**src/rtl/vlc_pkg.sv**
```systemverilog
// Types and constants shared by the
// exp-Golomb encoder and decoder.
package vlc_pkg;

  localparam int LEN_W = 6;
  localparam int K_W   = 3;

  typedef enum logic [1:0] {
    HUNT   = 2'd0,
    SUFFIX = 2'd1,
    SIGN   = 2'd2,
    DONE   = 2'd3
  } vlc_state_e;

endpackage

```
**src/rtl/exp_golomb_decode.sv**
```systemverilog
// Serial exp-Golomb(k) decoder, one bit
// per accepted beat, MSB first.
module exp_golomb_decode
  import vlc_pkg::*;
#(
  parameter int VAL_W = 32,
  parameter int MAX_Q = 15
) (
  input  logic             clk,
  input  logic             reset_n,
  input  logic             in_bit,
  input  logic             in_valid,
  output logic             in_ready,
  input  logic [K_W-1:0]   k,
  input  logic             is_ac_level,
  output logic [VAL_W-1:0] out_val,
  output logic             out_minus,
  output logic [LEN_W-1:0] out_len,
  output logic             out_err,
  output logic             out_valid,
  input  logic             out_ready
);

  vlc_state_e       state_q, state_d;
  logic [4:0]       zcnt_q, zcnt_d;
  logic [4:0]       rem_q, rem_d;
  logic [VAL_W-1:0] acc_q, acc_d;
  logic [K_W-1:0]   kl_q, kl_d;
  logic             acl_q, acl_d;
  logic             cfg_q, cfg_d;
  logic [VAL_W-1:0] val_q, val_d;
  logic             minus_q, minus_d;
  logic [LEN_W-1:0] len_q, len_d;
  logic             err_q, err_d;
  logic             valid_q, valid_d;

  logic             beat;
  logic             go_done;
  logic             sgn;
  logic [K_W-1:0]   k_eff;
  logic             ac_eff;

  assign in_ready  = (state_q != DONE);
  assign beat      = in_valid & in_ready;
  assign out_val   = val_q;
  assign out_minus = minus_q;
  assign out_len   = len_q;
  assign out_err   = err_q;
  assign out_valid = valid_q;

  // Next-state, datapath and result computation
  always_comb begin
    state_d = state_q;
    zcnt_d  = zcnt_q;
    rem_d   = rem_q;
    acc_d   = acc_q;
    kl_d    = kl_q;
    acl_d   = acl_q;
    cfg_d   = cfg_q;
    val_d   = val_q;
    minus_d = minus_q;
    len_d   = len_q;
    err_d   = err_q;
    valid_d = valid_q;
    go_done = 1'b0;
    sgn     = 1'b0;
    k_eff   = cfg_q ? kl_q : k;
    ac_eff  = cfg_q ? acl_q : is_ac_level;
    unique case (state_q)
      HUNT: begin
        if (beat) begin
          cfg_d = 1'b1;
          kl_d  = k_eff;
          acl_d = ac_eff;
          if (!in_bit) begin
            zcnt_d = zcnt_q + 5'd1;
            if (zcnt_q == 5'(MAX_Q)) begin
              state_d = DONE;
              err_d   = 1'b1;
              val_d   = '0;
              minus_d = 1'b0;
              len_d   = LEN_W'(MAX_Q + 1);
              valid_d = 1'b1;
            end
          end else begin
            acc_d = VAL_W'(1);
            rem_d = zcnt_q + 5'(k_eff);
            if (rem_d == 5'd0) begin
              if (ac_eff) state_d = SIGN;
              else        go_done = 1'b1;
            end else begin
              state_d = SUFFIX;
            end
          end
        end
      end
      SUFFIX: begin
        if (beat) begin
          acc_d = {acc_q[VAL_W-2:0], in_bit};
          rem_d = rem_q - 5'd1;
          if (rem_q == 5'd1) begin
            if (acl_q) state_d = SIGN;
            else       go_done = 1'b1;
          end
        end
      end
      SIGN: begin
        if (beat) begin
          sgn     = in_bit;
          go_done = 1'b1;
        end
      end
      DONE: begin
        if (out_ready) begin
          state_d = HUNT;
          valid_d = 1'b0;
          zcnt_d  = '0;
          rem_d   = '0;
          acc_d   = '0;
          cfg_d   = 1'b0;
        end
      end
      default: state_d = HUNT;
    endcase
    if (go_done) begin
      state_d = DONE;
      valid_d = 1'b1;
      err_d   = 1'b0;
      minus_d = acl_d & sgn;
      val_d   = acc_d - (VAL_W'(1) << kl_d);
      len_d   = (LEN_W'(zcnt_d) << 1)
              + LEN_W'(kl_d)
              + LEN_W'(acl_d)
              + LEN_W'(1);
    end
  end

  // State and result registers
  always_ff @(posedge clk) begin
    if (!reset_n) begin
      state_q <= HUNT;
      zcnt_q  <= '0;
      rem_q   <= '0;
      acc_q   <= '0;
      kl_q    <= '0;
      acl_q   <= 1'b0;
      cfg_q   <= 1'b0;
      val_q   <= '0;
      minus_q <= 1'b0;
      len_q   <= '0;
      err_q   <= 1'b0;
      valid_q <= 1'b0;
    end else begin
      state_q <= state_d;
      zcnt_q  <= zcnt_d;
      rem_q   <= rem_d;
      acc_q   <= acc_d;
      kl_q    <= kl_d;
      acl_q   <= acl_d;
      cfg_q   <= cfg_d;
      val_q   <= val_d;
      minus_q <= minus_d;
      len_q   <= len_d;
      err_q   <= err_d;
      valid_q <= valid_d;
    end
  end

endmodule

```
**config.mk**
```make
export PLATFORM = sky130hd
export DESIGN_NAME = exp_golomb_decode
export DESIGN_NICKNAME = d
export VERILOG_FILES = /design/src/rtl/vlc_pkg.sv /design/src/rtl/exp_golomb_decode.sv
export SDC_FILE = /design/constraint.sdc
export NUM_CORES = 1
export LEC_CHECK = 0
export ABC_AREA = 1
export ABC_CLOCK_PERIOD_IN_PS = 10600
export BUFFER_PORTS_ARGS = -buffer_cell sky130_fd_sc_hd__buf_2
export CAP_MARGIN = 20
export CELL_PAD_IN_SITES_DETAIL_PLACEMENT = 0
export CELL_PAD_IN_SITES_GLOBAL_PLACEMENT = 1
export CORE_MARGIN = 4
export CORE_UTILIZATION = 45
export DETAILED_ROUTE_END_ITERATION = 12
export GPL_TIMING_DRIVEN = 1
export PLACE_DENSITY = 0.92
export SETUP_SLACK_MARGIN = 0.4
export SLEW_MARGIN = 20
export SYNTH_ARGS = -nofsm -noshare
export SYNTH_HDL_FRONTEND = slang
export SYNTH_SLANG_ARGS = --single-unit
```
**constraint.sdc**
```tcl
create_clock -name clk -period 10.6 [get_ports clk]
set_input_delay 2.12 -clock clk [delete_from_list [all_inputs] [get_ports clk]]
set_output_delay 2.12 -clock clk [all_outputs]
set_load 0.05 [all_outputs]
```
Yosys cells after proc, flatten, opt, wreduce, memory -nomap -nowiden
Cells that the tools add are included.

word-level totals
  register bits after elaboration = 90
  logic and storage cells = 125

operators by class
  add/subtract/negate cells = 7
  equality and inequality tests = 20
  shift-type cells = 1
  muxes and demuxes = 65
  bitwise gates (word level) = 4
  reductions and logical operators = 16

operators by type and width
  cell                    count
  $mux W32                9
  $pmux W32 S3            1
  $mux W5                 7
  $shl A1 B3 Y32 const A  1
  $sub A32 B32 Y32        1
  $mux W6                 5
  $mux W1                 24
  $ne A3 B3 Y1 const B    7
  $mux W2                 10
  $pmux W5 S3             1
  $ne A2 B2 Y1 const B    5
  $pmux W5 S2             1
  $reduce_and A5 Y1       2
  $mux W3                 3
  $reduce_and A4 Y1       2
  $reduce_and A8 Y1       1
  $reduce_bool A2 Y1      4
  $add A6 B1 Y6           1
  $add A6 B1 Y6 const B   1
  $add A6 B3 Y6           1
  $pmux W2 S3             1
  $reduce_bool A3 Y1      2
  $add A5 B1 Y5 const B   1
  $add A5 B3 Y5           1
  17 further kinds        21

Longest topological paths before layout
Gate-level depths: netlist of the first run.

  depth after elaboration = 9
  gate-level depth with buffers = 24
  gate-level depth less buffers = 24

Least setup slack after synthesis of the first run
Ideal clock, no wire load.

  path type = input -> register
  start = input port in_valid
  end = register val_q[24], in the netlist out_val[24]
  data arrival time = 4,591 ps
  data required time = 10,468 ps
  slack = 5,876 ps
  stages on the path = 17
  path through = nand2_4 nor2_2 inv_1 o21ai_0 inv_1 nor3_1 ha_1 inv_1 fa_1 inv_1 o211ai_1 nand3_1 inv_1 nor2_1 nand4_1 nand3_1 a21oi_1

between the ends
  cells in the longest elaborated chain, start to end = 6
  elaborated cells on any way between the ends = 18

RTL lines
  item                    line                      RTL
  start: declaration      exp_golomb_decode.sv:12   input logic in_valid,
  $and A1 B1 Y1           exp_golomb_decode.sv:44   assign beat = in_valid & in_ready;
  $mux W3                 exp_golomb_decode.sv:71   if (beat) begin
  $mux W3                 exp_golomb_decode.sv:69   unique case (state_q)
  net kl_d[1]             exp_golomb_decode.sv:28   logic [K_W-1:0] kl_q, kl_d;
  $shl A1 B3 Y32          exp_golomb_decode.sv:130  val_d = acc_d - (VAL_W'(1) << kl_d);
  $sub A32 B32 Y32        exp_golomb_decode.sv:130
  $mux W32                exp_golomb_decode.sv:125  if (go_done) begin
  end signal: assignment  exp_golomb_decode.sv:161  val_q <= val_d;
  end: declaration        exp_golomb_decode.sv:31   logic [VAL_W-1:0] val_q, val_d;

The timed path passes the listed nets, and every way through them passes these cells.
A chain may end at the register's enable or synchronous reset.

Final worst setup path of the first run
  start = input port in_valid
  end = register val_q[16], in the netlist out_val[16]

The elaborated chain is that of the path after synthesis.

==> summary.md, run 1 <==
| Metric | Value |
|---|---|
| Status | finished, final reports clean |
| Average vias per placed instance | between 5 and 6 |
| CTS Buf Count | 9 |
| Top Usage Layer GRT | met2 |
| Setup violators final | 0 |
| Met3 usage | under 10% |
| Initial antenna violation count | 0 |
| WP data required | about 11000 ps |
| Via Count | between 5000 and 6000 |
| Final hold vios | 0 |
| Power per Cell Area | 267.1 nW/um^2 |
| Leak pwr | about 2.9 nW |
| RD Place Congestion | 0.9504 |
| Met1 Use GR | between 30% and 40% |
| CP max FO | 7 |
| Post-route ant nets | 0 |
| Crit. End Element | register |
| Cts hold-fix bufs | 0 |
| Initial Utilization | a little under half |
| Vias in the first global route | between 5000 and 6000 |
| Post_cts resized | 0 |
| Syn_nets | ~860 |
| Final Skew | 9.957 ps |
| Drt total wl | between 10 and 15 mm |
| Setup CP Type | in2reg |
| Congestion Overflow GR | 0 |
| RSZ-0062 raised after global routing | false |
| DRT Pass-1 Iters | 6 |
| Clk buf depth | 2 |
| Core Footprint | ~12000 um^2 |
| Synth Cell Area | between 5000 and 6000 um^2 |
| Fin crit period | ~5000 ps |
| Worst vdd ir | around 160 uV |
| Setup TNS | 0 ps |
| Post-Synthesis Cells | 820 |
| Antenna Cells | 0 |
| Max Cap Violations | 0 |
| Clock root buffer | clkbuf_16 |
| #FFs+latches synth | 90 |
| Largest net degree at the start of global routing | 48 |
| Slew @ Worst Pin | 685.1 ps |
| # rows | 39 |
| DRC errors left | 0 |
| Worst-skew pair later-pin latency | around 360 ps |
| CTS tree | built |
| Post-synth top area cell | dfxtp_1 |
| Area delta synth->final | 10.79% |
| Synth top area share | between 30% and 40% |
| DP HPWL | slightly above 10 mm |
| Area contributors post-synth | dfxtp_1 33%, nand2_1 13%, nand3_1 9.4% |
| Fraction of layout cells with a size suffix above 1 | between 10% and 20% |
| DRT iter0 DRCs | ~340 |
| Final instance area | 6013 um^2 |
| Highest Clock Rate | around 200 MHz |
| Setup Buffers After CTS | 0 |
| WL per Instance | 14.13 um |
| Htree depth | 3 |
| Net total in the final layout | slightly below 900 |
| Die area | ~14000 um^2 |
| Final Cycle Share | 48.03% |
| Die width | around 120 um |
| CTS sink cnt | 90 |
| Arrival @ worst endpoint | about 5400 ps |
| Synth cell types | 38 |
| First-pass GRT wire length | between 20 and 25 mm |
| Commonest non-fill, non-tap cell in the layout | nand2_1 |
| Met2 Track Usage GR | a little under a third |
| Slew Viols, Final | 0 |
| YS warnings | 0 |
| Share of the yosys chip area belonging to registers | about a third |
| HP Class | reg2reg |
| Worst-path clk slew | approximately 60 ps |
| All-Layer GR Usage | between 20% and 30% |
| Most frequent cells in the layout | 194 x nand2_1, 102 x nand3_1, 96 x nor2_1 |
| Placed cell area | 5732 um^2 |
| Synth Area per Inst | between 6 and 7 um^2 |
| Port bufs | 50 |
| Startpoint Class | primary input |
| Relative slew slack | 53.84% |
| Die Height | 117.8 um |
| Ports | 51 |
-- layer usage --
metal / vias to the layer above / part of all wire [%]
met5: - / 0
met4: 0 / 1.3
met3: 17 / 6.9
met2: 170 / 43
met1: 2476 / 49
li1: 2729 / -
-- metrics by stage --
stage                     instances  power, mW  util [%]  setup slack [ps]  hold slack, ps
final                          1003      1.606     51.78              5509           480.8
after global routing           1003      1.736     51.78              5142           504.9
after CTS                      1003      1.607     51.78              5474           483.6
after detailed placement        987      1.297     49.35              5129           473.5
after global placement          987      1.284     49.35              5186           467.4
after floorplan                 820      1.106         -              5876           461.6
-- layout make-up --
cell class,instances,area (um^2)
Inverter,94,352.8
Clock buffer,10,239.0
Timing Repair Buffer,53,272.8
Sequential cell,90,1802
Clock inverter,6,42.54
Fill cell,1193,5600
Tap cell,143,178.9
Multi-Input combinational cell,607,3126
-- path summary, 6_finish.rpt --
kind	slack (ps)	cells past startpoint	endpoint	startpoint
max	5510	19	out_val[16]	in_valid
min	480	2	out_val[2]	out_val[2]
max reg2reg	6350	20	out_val[16]	state_q[0]
min reg2reg	480	2	out_val[2]	out_val[2]
-- cell families after synthesis --
family / count (synthesis) / synth area share, %
XOR/XNOR: 5 / 0.8068
flip-flops: 90 / 33.20
AO/OA/AOI/OAI: 109 / 10.74
AND/OR/NAND/NOR: 466 / 39.40
adder cells (fa/ha/maj): 27 / 6.639
buffers and inverters: 123 / 9.220
-- power by group --
group | leakage, nW | internal (mW) | switching, mW
registers | 0.730 | 0.395 | 0.0371
clock network | 0.123 | 0.165 | 0.145
logic | 2.01 | 0.249 | 0.616
total | 2.87 | 0.808 | 0.798
-- worst max-delay path: stages --
cell	delay, ps
buf_2	100
nand2_4	80
nor2_2	180
inv_1	160
o21ai_0	590
inv_2	160
nor3_1	180
ha_1	180
inv_1	70
fa_1	420
inv_1	80
o211ai_1	130
nand3_1	140
inv_1	70
nor2_1	280
nand2_1	100
nand2_1	60
nand3_1	100
a21oi_1	170
-- flip-flops by register name, summed over array words and instances (netlist names) --
signal,flops
rem_q,5
out_valid,1
out_minus,1
kl_q,3
out_val,32
state_q,2
out_len,6
acc_q,32
out_err,1
zcnt_q,5
cfg_q,1
acl_q,1
-- synth_stat cells, drive strengths merged --
cell	number
ha	24
dfxtp	90
or2	9
clkbuf	17
buf	12
nor4	1
nand2	213
a211oi	1
a22oi	3
a31oi	3
o2111ai	1
o21bai	2
o211ai	3
and2	1
xnor2	1
nand3b	1
nand4	16
clkinv	1
a21oi	68
fa	3
xor2	4
inv	93
nor2	113
nand3	105
o21ai	24
a21boi	2
o22ai	2
nor3	7
Note: power is estimated with default switching activity, not from simulation.
==> run 2: changes to the inputs <==
ABC_CLOCK_PERIOD_IN_PS = 4680   (was 10600)
CORE_UTILIZATION = 39   (was 45)
PLACE_DENSITY = 0.85   (was 0.92)
clock period = 4.68 ns   (was 10.6 ns; I/O delays follow)
==> summary.md, run 2 (synthesized netlist as in run 1, its figures left out) <==
| Metric | Value |
|---|---|
| Vias in the first global route | 4875 (-4.1%) |
| WL per Instance | 13.71 um (-2.9%) |
| Status | finished, final reports clean |
| Multi-input gate area | 3139 um^2 (+0.44%) |
| Met2 Track Usage GR | 27.20% (-4.0 points) |
| DRT Pass-1 Iters | 5 (-1) |
| Setup violators final | 0 (unchanged) |
| Final core occ | 45.51% (-6.3 points) |
| Fin crit period | 3752 ps |
| Largest net degree at the start of global routing | 60 (+25%) |
| Crit. End Element | register |
| Post-route ant nets | 0 (unchanged) |
| CP max FO | 9 (+2) |
| RD Place Congestion | 0.8523 (-10%) |
| Crit path cell chain | inv_1, ha_2, inv_1, nor2_2, inv_1, o21ai_2, inv_1, nor2_1, nand2_1, ha_1, nand2_1, inv_1, a21oi_1, nand2_1, nand4_1, nand3_2, nor2_4, nand4_1, nand3_1, a21oi_1 |
| Fill cells | 1481 (+24%) |
| Htree depth | 3 (unchanged) |
| Worst vdd ir | 285.5 uV (+82%) |
| Setup CP Type | reg2reg |
| Slew @ Worst Pin | 1036 ps (+350.9 ps) |
| Ports | 51 (unchanged) |
| Via Count | 5299 (-1.7%) |
| RSZ-0062 raised after global routing | false |
| Clock power share | 21.6% (+2.3 points) |
| WP data required | 4860 ps (-6030 ps) |
| CTS Buf Count | 9 (unchanged) |
| Clock root buffer | clkbuf_16 |
| Final instance area | 6122 um^2 (+1.8%) |
| Slowest cell on crit path | dfxtp_1 |
| Sequential cell area | 1802 um^2 (unchanged) |
| Psw | 1.771 mW (+120%) |
| Top Usage Layer GRT | met2 |
| Most frequent cells in the layout | 194 x nand2_1, 102 x nand3_1, 96 x nor2_1 |
| HP Class | reg2reg |
| Die Height | 126.0 um (+6.9%) |
| Die area | 15870 um^2 (+14%) |
| DRT iter0 DRCs | 319 (-5.1%) |
| # rows | 42 (+7.7%) |
| First-pass GRT wire length | 23.63 mm (-2.4%) |
| Final hold vios | 0 (unchanged) |
| Max Cap Violations | 0 (unchanged) |
| Slew Viols, Final | 0 (unchanged) |
| Final Skew | 9.258 ps (-0.6994 ps) |
| Antenna Cells | 0 (unchanged) |
| Arrival @ worst endpoint | 3940 ps (-1440 ps) |
| CTS sink cnt | 90 (unchanged) |
| CTS tree | built |
| Startpoint Class | register |
| Min Hold Slack | 480.2 ps (-0.5760 ps) |
| Design Power | 3.723 mW (+130%) |
| Flop pwr share | 26.3% (-0.6 points) |
| Crit path top cell by count | inv_1 |
| Initial antenna violation count | 0 (unchanged) |
| Sw Ratio | 47.58% (-2.1 points) |
| DRC errors left | 0 (unchanged) |
| Setup TNS | 0 ps (unchanged) |
| Clk buf depth | 2 (unchanged) |
| Die width | 126.0 um (+6.9%) |
| Max incr delay on CP | 360 ps (-230 ps) |
| Final Cycle Share | between 80% and 90% |
| Drt total wl | 14.23 mm (+0.44%) |
| Area delta synth->final | 12.79% |
| Int Power | 1.952 mW (+140%) |
| Power per Cell Area | 608.1 nW/um^2 (+130%) |
| Initial Utilization | 40.35% (-6.4 points) |
| Worst-skew pair later-pin latency | 350 ps (about the same) |
| Highest Clock Rate | ~270 MHz |
| Fraction of layout cells with a size suffix above 1 | 14.73% (+0.31 points) |
| Core Footprint | 13450 um^2 (+16%) |
| Relative slew slack | 30.83% (-23 points) |
| Average vias per placed instance | 5.105 (-5.0%) |
| Placed cell area | 5788 um^2 (+0.98%) |
| Gate power share | 52.1% (-1.7 points) |
| Met1 Use GR | 26.61% (-3.6 points) |
| Port bufs | 50 (unchanged) |
| Leak pwr | 2.909 nW (+1.5%) |
| Commonest non-fill, non-tap cell in the layout | nand2_1 |
| Congestion Overflow GR | 0 (unchanged) |
| Net total in the final layout | 893 (+0.22%) |
| Worst-path clk slew | 70 ps (about the same) |
| Met3 usage | 2.625% (-2.0 points) |
| All-Layer GR Usage | 18.04% (-3.0 points) |
| DP HPWL | 10.51 mm (+2.9%) |
[run 2: final timing paths]
kind                from          end  slack [ps]  cells past startpoint
max           state_q[0]  out_val[27]         930                     20
min          out_val[18]  out_val[18]         480                      2
max reg2reg   state_q[0]  out_val[27]         930                     20
min reg2reg  out_val[18]  out_val[18]         480                      2
[run 2: routing by layer]
metal | wire (um) | share of wire [%]
met1 | 7333 | 52
met5 | 0 | 0
met3 | 586 | 4.1
met2 | 6129 | 43
met4 | 180 | 1.3
[run 2: stage by stage]
stage	setup WS, ps	cells
2_1_floorplan	1140	820
3_3_place_gp	619.4	1022
3_5_place_dp	536.5	1022
4_1_cts	593.3	1038
5_1_grt	503.4	1038
6_report	928.3	1038
[run 2: power groups by stage]
stage,logic [mW],registers (mW),clock network (mW)
CTS,1.94,0.979,0.814
global placement,1.92,0.996,0
global route,2.18,0.997,0.841
detailed placement,1.93,0.996,0
finish,1.94,0.980,0.804
floorplan,1.23,1.27,0
[run 2: cell type report]
| cell class | count | share of cell area [%] |
|---|---|---|
| Timing Repair Buffer | 55 | 4.701 |
| Clock buffer | 12 | 4.026 |
| Multi-Input combinational cell | 607 | 51.28 |
| Inverter | 94 | 5.763 |
| Sequential cell | 90 | 29.43 |
| Clock inverter | 4 | 1.206 |
| Tap cell | 176 | 3.597 |
[run 2: worst max-delay path: cells and delay by family (launching register included)]
kind | cells | cell delay [ps]
AND/OR/NAND/NOR | 10 | 1430
adder cells (fa/ha/maj) | 2 | 640
AO/OA/AOI/OAI | 3 | 530
buffers and inverters | 5 | 650
flip-flops | 1 | 360
[run 2: repair_timing]
item / in CTS / in global routing
hold buffers: 0 / 0
resized for setup: 0 / 6
hold endpoints to repair: 0 / 0
buffers inserted: 0 / 0
endpoints found under the setup margin: 0 / 23
==> run 3: changes to the inputs <==
ABC_CLOCK_PERIOD_IN_PS = 3900   (was 4680)
CORE_UTILIZATION = 43   (was 39)
PLACE_DENSITY = 0.89   (was 0.85)
clock period = 3.9 ns   (was 4.68 ns; I/O delays follow)
==> summary.md, run 3 (synthesized netlist as in run 1, its figures left out) <==
| Metric | Value |
|---|---|
| Core Footprint | 12160 um^2 (-9.6%) |
| Flop pwr share | 25.0% (-1.3 points) |
| Clk buf depth | 2 (unchanged) |
| Max Cap Violations | 0 (unchanged) |
| Antenna Cells | 0 (unchanged) |
| Setup TNS | 0 ps (unchanged) |
| Congestion Overflow GR | 0 (unchanged) |
| Clock power share | 19.9% (-1.7 points) |
| Most frequent cells in the layout | 193 x nand2_1, 101 x nand3_1, 95 x nor2_1 |
| Slowest cell on crit path | dfxtp_2 |
| CP max FO | 8 (-1) |
| DRT Pass-1 Iters | 5 (unchanged) |
| DRC errors left | 0 (unchanged) |
| HP Class | reg2reg |
| Crit path from | state_q[0] |
| CTS Buf Count | 9 (unchanged) |
| RD Place Congestion | 0.8610 (+1.0%) |
| Max incr delay on CP | 380 ps (+20 ps) |
| Fill cells | 1251 (-16%) |
| CP bufs+invs | 2 (-3) |
| Die area | 14480 um^2 (-8.7%) |
| Worst slack, placed | 283.3 ps (-253.2 ps) |
| Leak pwr | 2.980 nW (+2.4%) |
| Crit. End Element | register |
| Crit path cell chain | inv_1, ha_1, buf_4, nor2_4, nand2_2, nand2_4, nand3_4, nand2_1, nand2_1, ha_1, nand2_1, nand2_1, a21oi_1, nand2_1, nand4_1, nand3_4, nor2_4, nand3_1, nand2_1, nand3_1, a21oi_1 |
| # rows | 40 (-4.8%) |
| Slew Viols, Final | 0 (unchanged) |
| R2r endpoint | out_val[27] |
| Gate power share | 55.1% (+3.0 points) |
| Final Cycle Share | 81.90% (+1.7 points) |
| Worst reg2reg setup slack | 710 ps (-220 ps) |
| Critical path depth | 21 (+5.0%) |
| CTS sink cnt | 90 (unchanged) |
| Crit path top cell by count | nand2_1 |
| Worst Setup Slack, final | 705.8 ps (-222.4 ps) |
| Slew @ Worst Pin | 624.4 ps (-411.7 ps) |
| Relative slew slack | 58.37% (+28 points) |
| R2R depth | 21 (+5.0%) |
| Largest net degree at the start of global routing | 60 (unchanged) |
| Die Height | 120.4 um (-4.5%) |
| First-pass GRT wire length | 23.42 mm (-0.91%) |
| Final Skew | 12.49 ps (+3.229 ps) |
| All-Layer GR Usage | 19.94% (+1.9 points) |
| CP top delay family | simple AND/OR/NAND/NOR gates |
| Final instance area | 6309 um^2 (+3.0%) |
| Vias in the first global route | 4876 (+0.021%) |
| Setup CP Type | reg2reg |
| CTS tree | built |
| WL per Instance | 13.67 um (-0.31%) |
| Die width | 120.4 um (-4.5%) |
| Worst vdd ir | 411.9 uV (+44%) |
| Fraction of layout cells with a size suffix above 1 | 17.45% (+2.7 points) |
| Hold_sp | out_len[4] |
| Arrival @ worst endpoint | 3460 ps (-480 ps) |
| Placed cell area | 5873 um^2 (+1.5%) |
| Final hold vios | 0 (unchanged) |
| Clock root buffer | clkbuf_16 |
| Drt total wl | 14.28 mm (+0.36%) |
| DRT iter0 DRCs | 320 (+0.31%) |
| Htree depth | 3 (unchanged) |
| Port bufs | 50 (unchanged) |
| Psw | 2.217 mW (+25%) |
| Cts hold-fix bufs | 0 (unchanged) |
| Power per Cell Area | 745.1 nW/um^2 (+23%) |
| Net total in the final layout | 908 (+1.7%) |
| Via Count | 5271 (-0.53%) |
| Worst-path clk slew | 60 ps (about the same) |
| Average vias per placed instance | 5.044 (-1.2%) |
| Highest Clock Rate | 313.1 MHz (+17%) |
| Worst-skew pair later-pin latency | 350 ps (about the same) |
| Ports | 51 (unchanged) |
| Area delta synth->final | 16.23% |
| Setup violators final | 0 (unchanged) |
| Initial Utilization | 44.63% (+4.3 points) |
| Post-route ant nets | 0 (unchanged) |
| Critical path endpoint | out_val[27] |
| DP HPWL | 10.26 mm (-2.4%) |
| Initial antenna violation count | 0 (unchanged) |
| Startpoint Class | register |
| WP data required | 4170 ps (-690 ps) |
| RR Startpoint | state_q[0] |
| RSZ-0062 raised after global routing | true |
| Sw Ratio | 47.16% (-0.42 points) |
| Fin crit period | 3194 ps (-557.6 ps) |
| Int Power | 2.484 mW (+27%) |
| Commonest non-fill, non-tap cell in the layout | nand2_1 |
| Status | finished, final reports clean |
[run 3: cell types whose count changed in the layout (fill, tap and decap cells not counted), sizes merged]
cell	before	now
buf	55	68
clkbuf	12	11
clkinv	2	3
clkinvlp	0	1
inv	94	93
nand3	105	106
nor2	113	114
[run 3: through the flow]
| step | hold WS (ps) | power (mW) | instances | util, % |
|---|---|---|---|---|
| finish | 478.0 | 4.700 | 1045 | 51.87 |
| floorplan | 461.6 | 3.007 | 820 | - |
| CTS | 481.8 | 4.564 | 1041 | 50.93 |
| global placement | 459.4 | 3.588 | 1025 | 48.29 |
| global route | 504.3 | 5.090 | 1045 | 51.87 |
| detailed placement | 472.3 | 3.601 | 1025 | 48.29 |
[run 3: layout make-up]
class                   count  area, um^2  area share, %
inverters                  94       357.8          5.672
flip-flops and latches     90        1804          28.60
well taps                 168       210.2          3.332
repair buffers             68       397.9          6.307
clock inverters             5       77.57          1.230
clock buffers              11       242.7          3.848
multi-input cells         609        3218          51.01
[run 3: worst min-delay path, delay by kind of cell (launching register included)]
family / cells / cell delay [ps]
and+or+nand+nor: 2 / 130
DFF: 1 / 320
[run 3: repair_timing]
| action | in CTS | in global routing |
|---|---|---|
| cloned | 0 | 2 |
| buffers inserted | 0 | 2 |
| gates resized for setup | 0 | 24 |
| setup endpoints to repair | 1 | 26 |
| pin swaps | 0 | 2 |
[run 3: power groups by stage]
stage | sequential (mW) | combinational (mW) | clock (mW)
finish | 1.18 | 2.59 | 0.936
global route | 1.19 | 2.90 | 0.993
CTS | 1.17 | 2.43 | 0.967
detailed placement | 1.19 | 2.41 | 0
global placement | 1.19 | 2.40 | 0
floorplan | 1.53 | 1.48 | 0
[run 3: how the worst min path moves through the flow]
| stage | slack (ps) | depth (start not counted) | endpoint |
|---|---|---|---|
| 5_1_grt | 500 | 2 | out_val[15] |
| 3_3_place_gp | 460 | 2 | out_len[4] |
| 3_5_place_dp | 470 | 2 | out_val[0] |
| 2_1_floorplan | 460 | 2 | acc_q[1] |
| 4_1_cts | 480 | 2 | out_val[0] |
| 6_report | 480 | 2 | out_len[4] |
[run 3: metal layers]
layer / up-vias / part of all wire, % / track usage [%]
li1: 2764 / - / -
met1: 2345 / 51 / 28.63
met2: 144 / 42 / 29.61
met3: 18 / 6.0 / 5.098
met4: 0 / 1.4 / 5.595
met5: - / 0 / 0
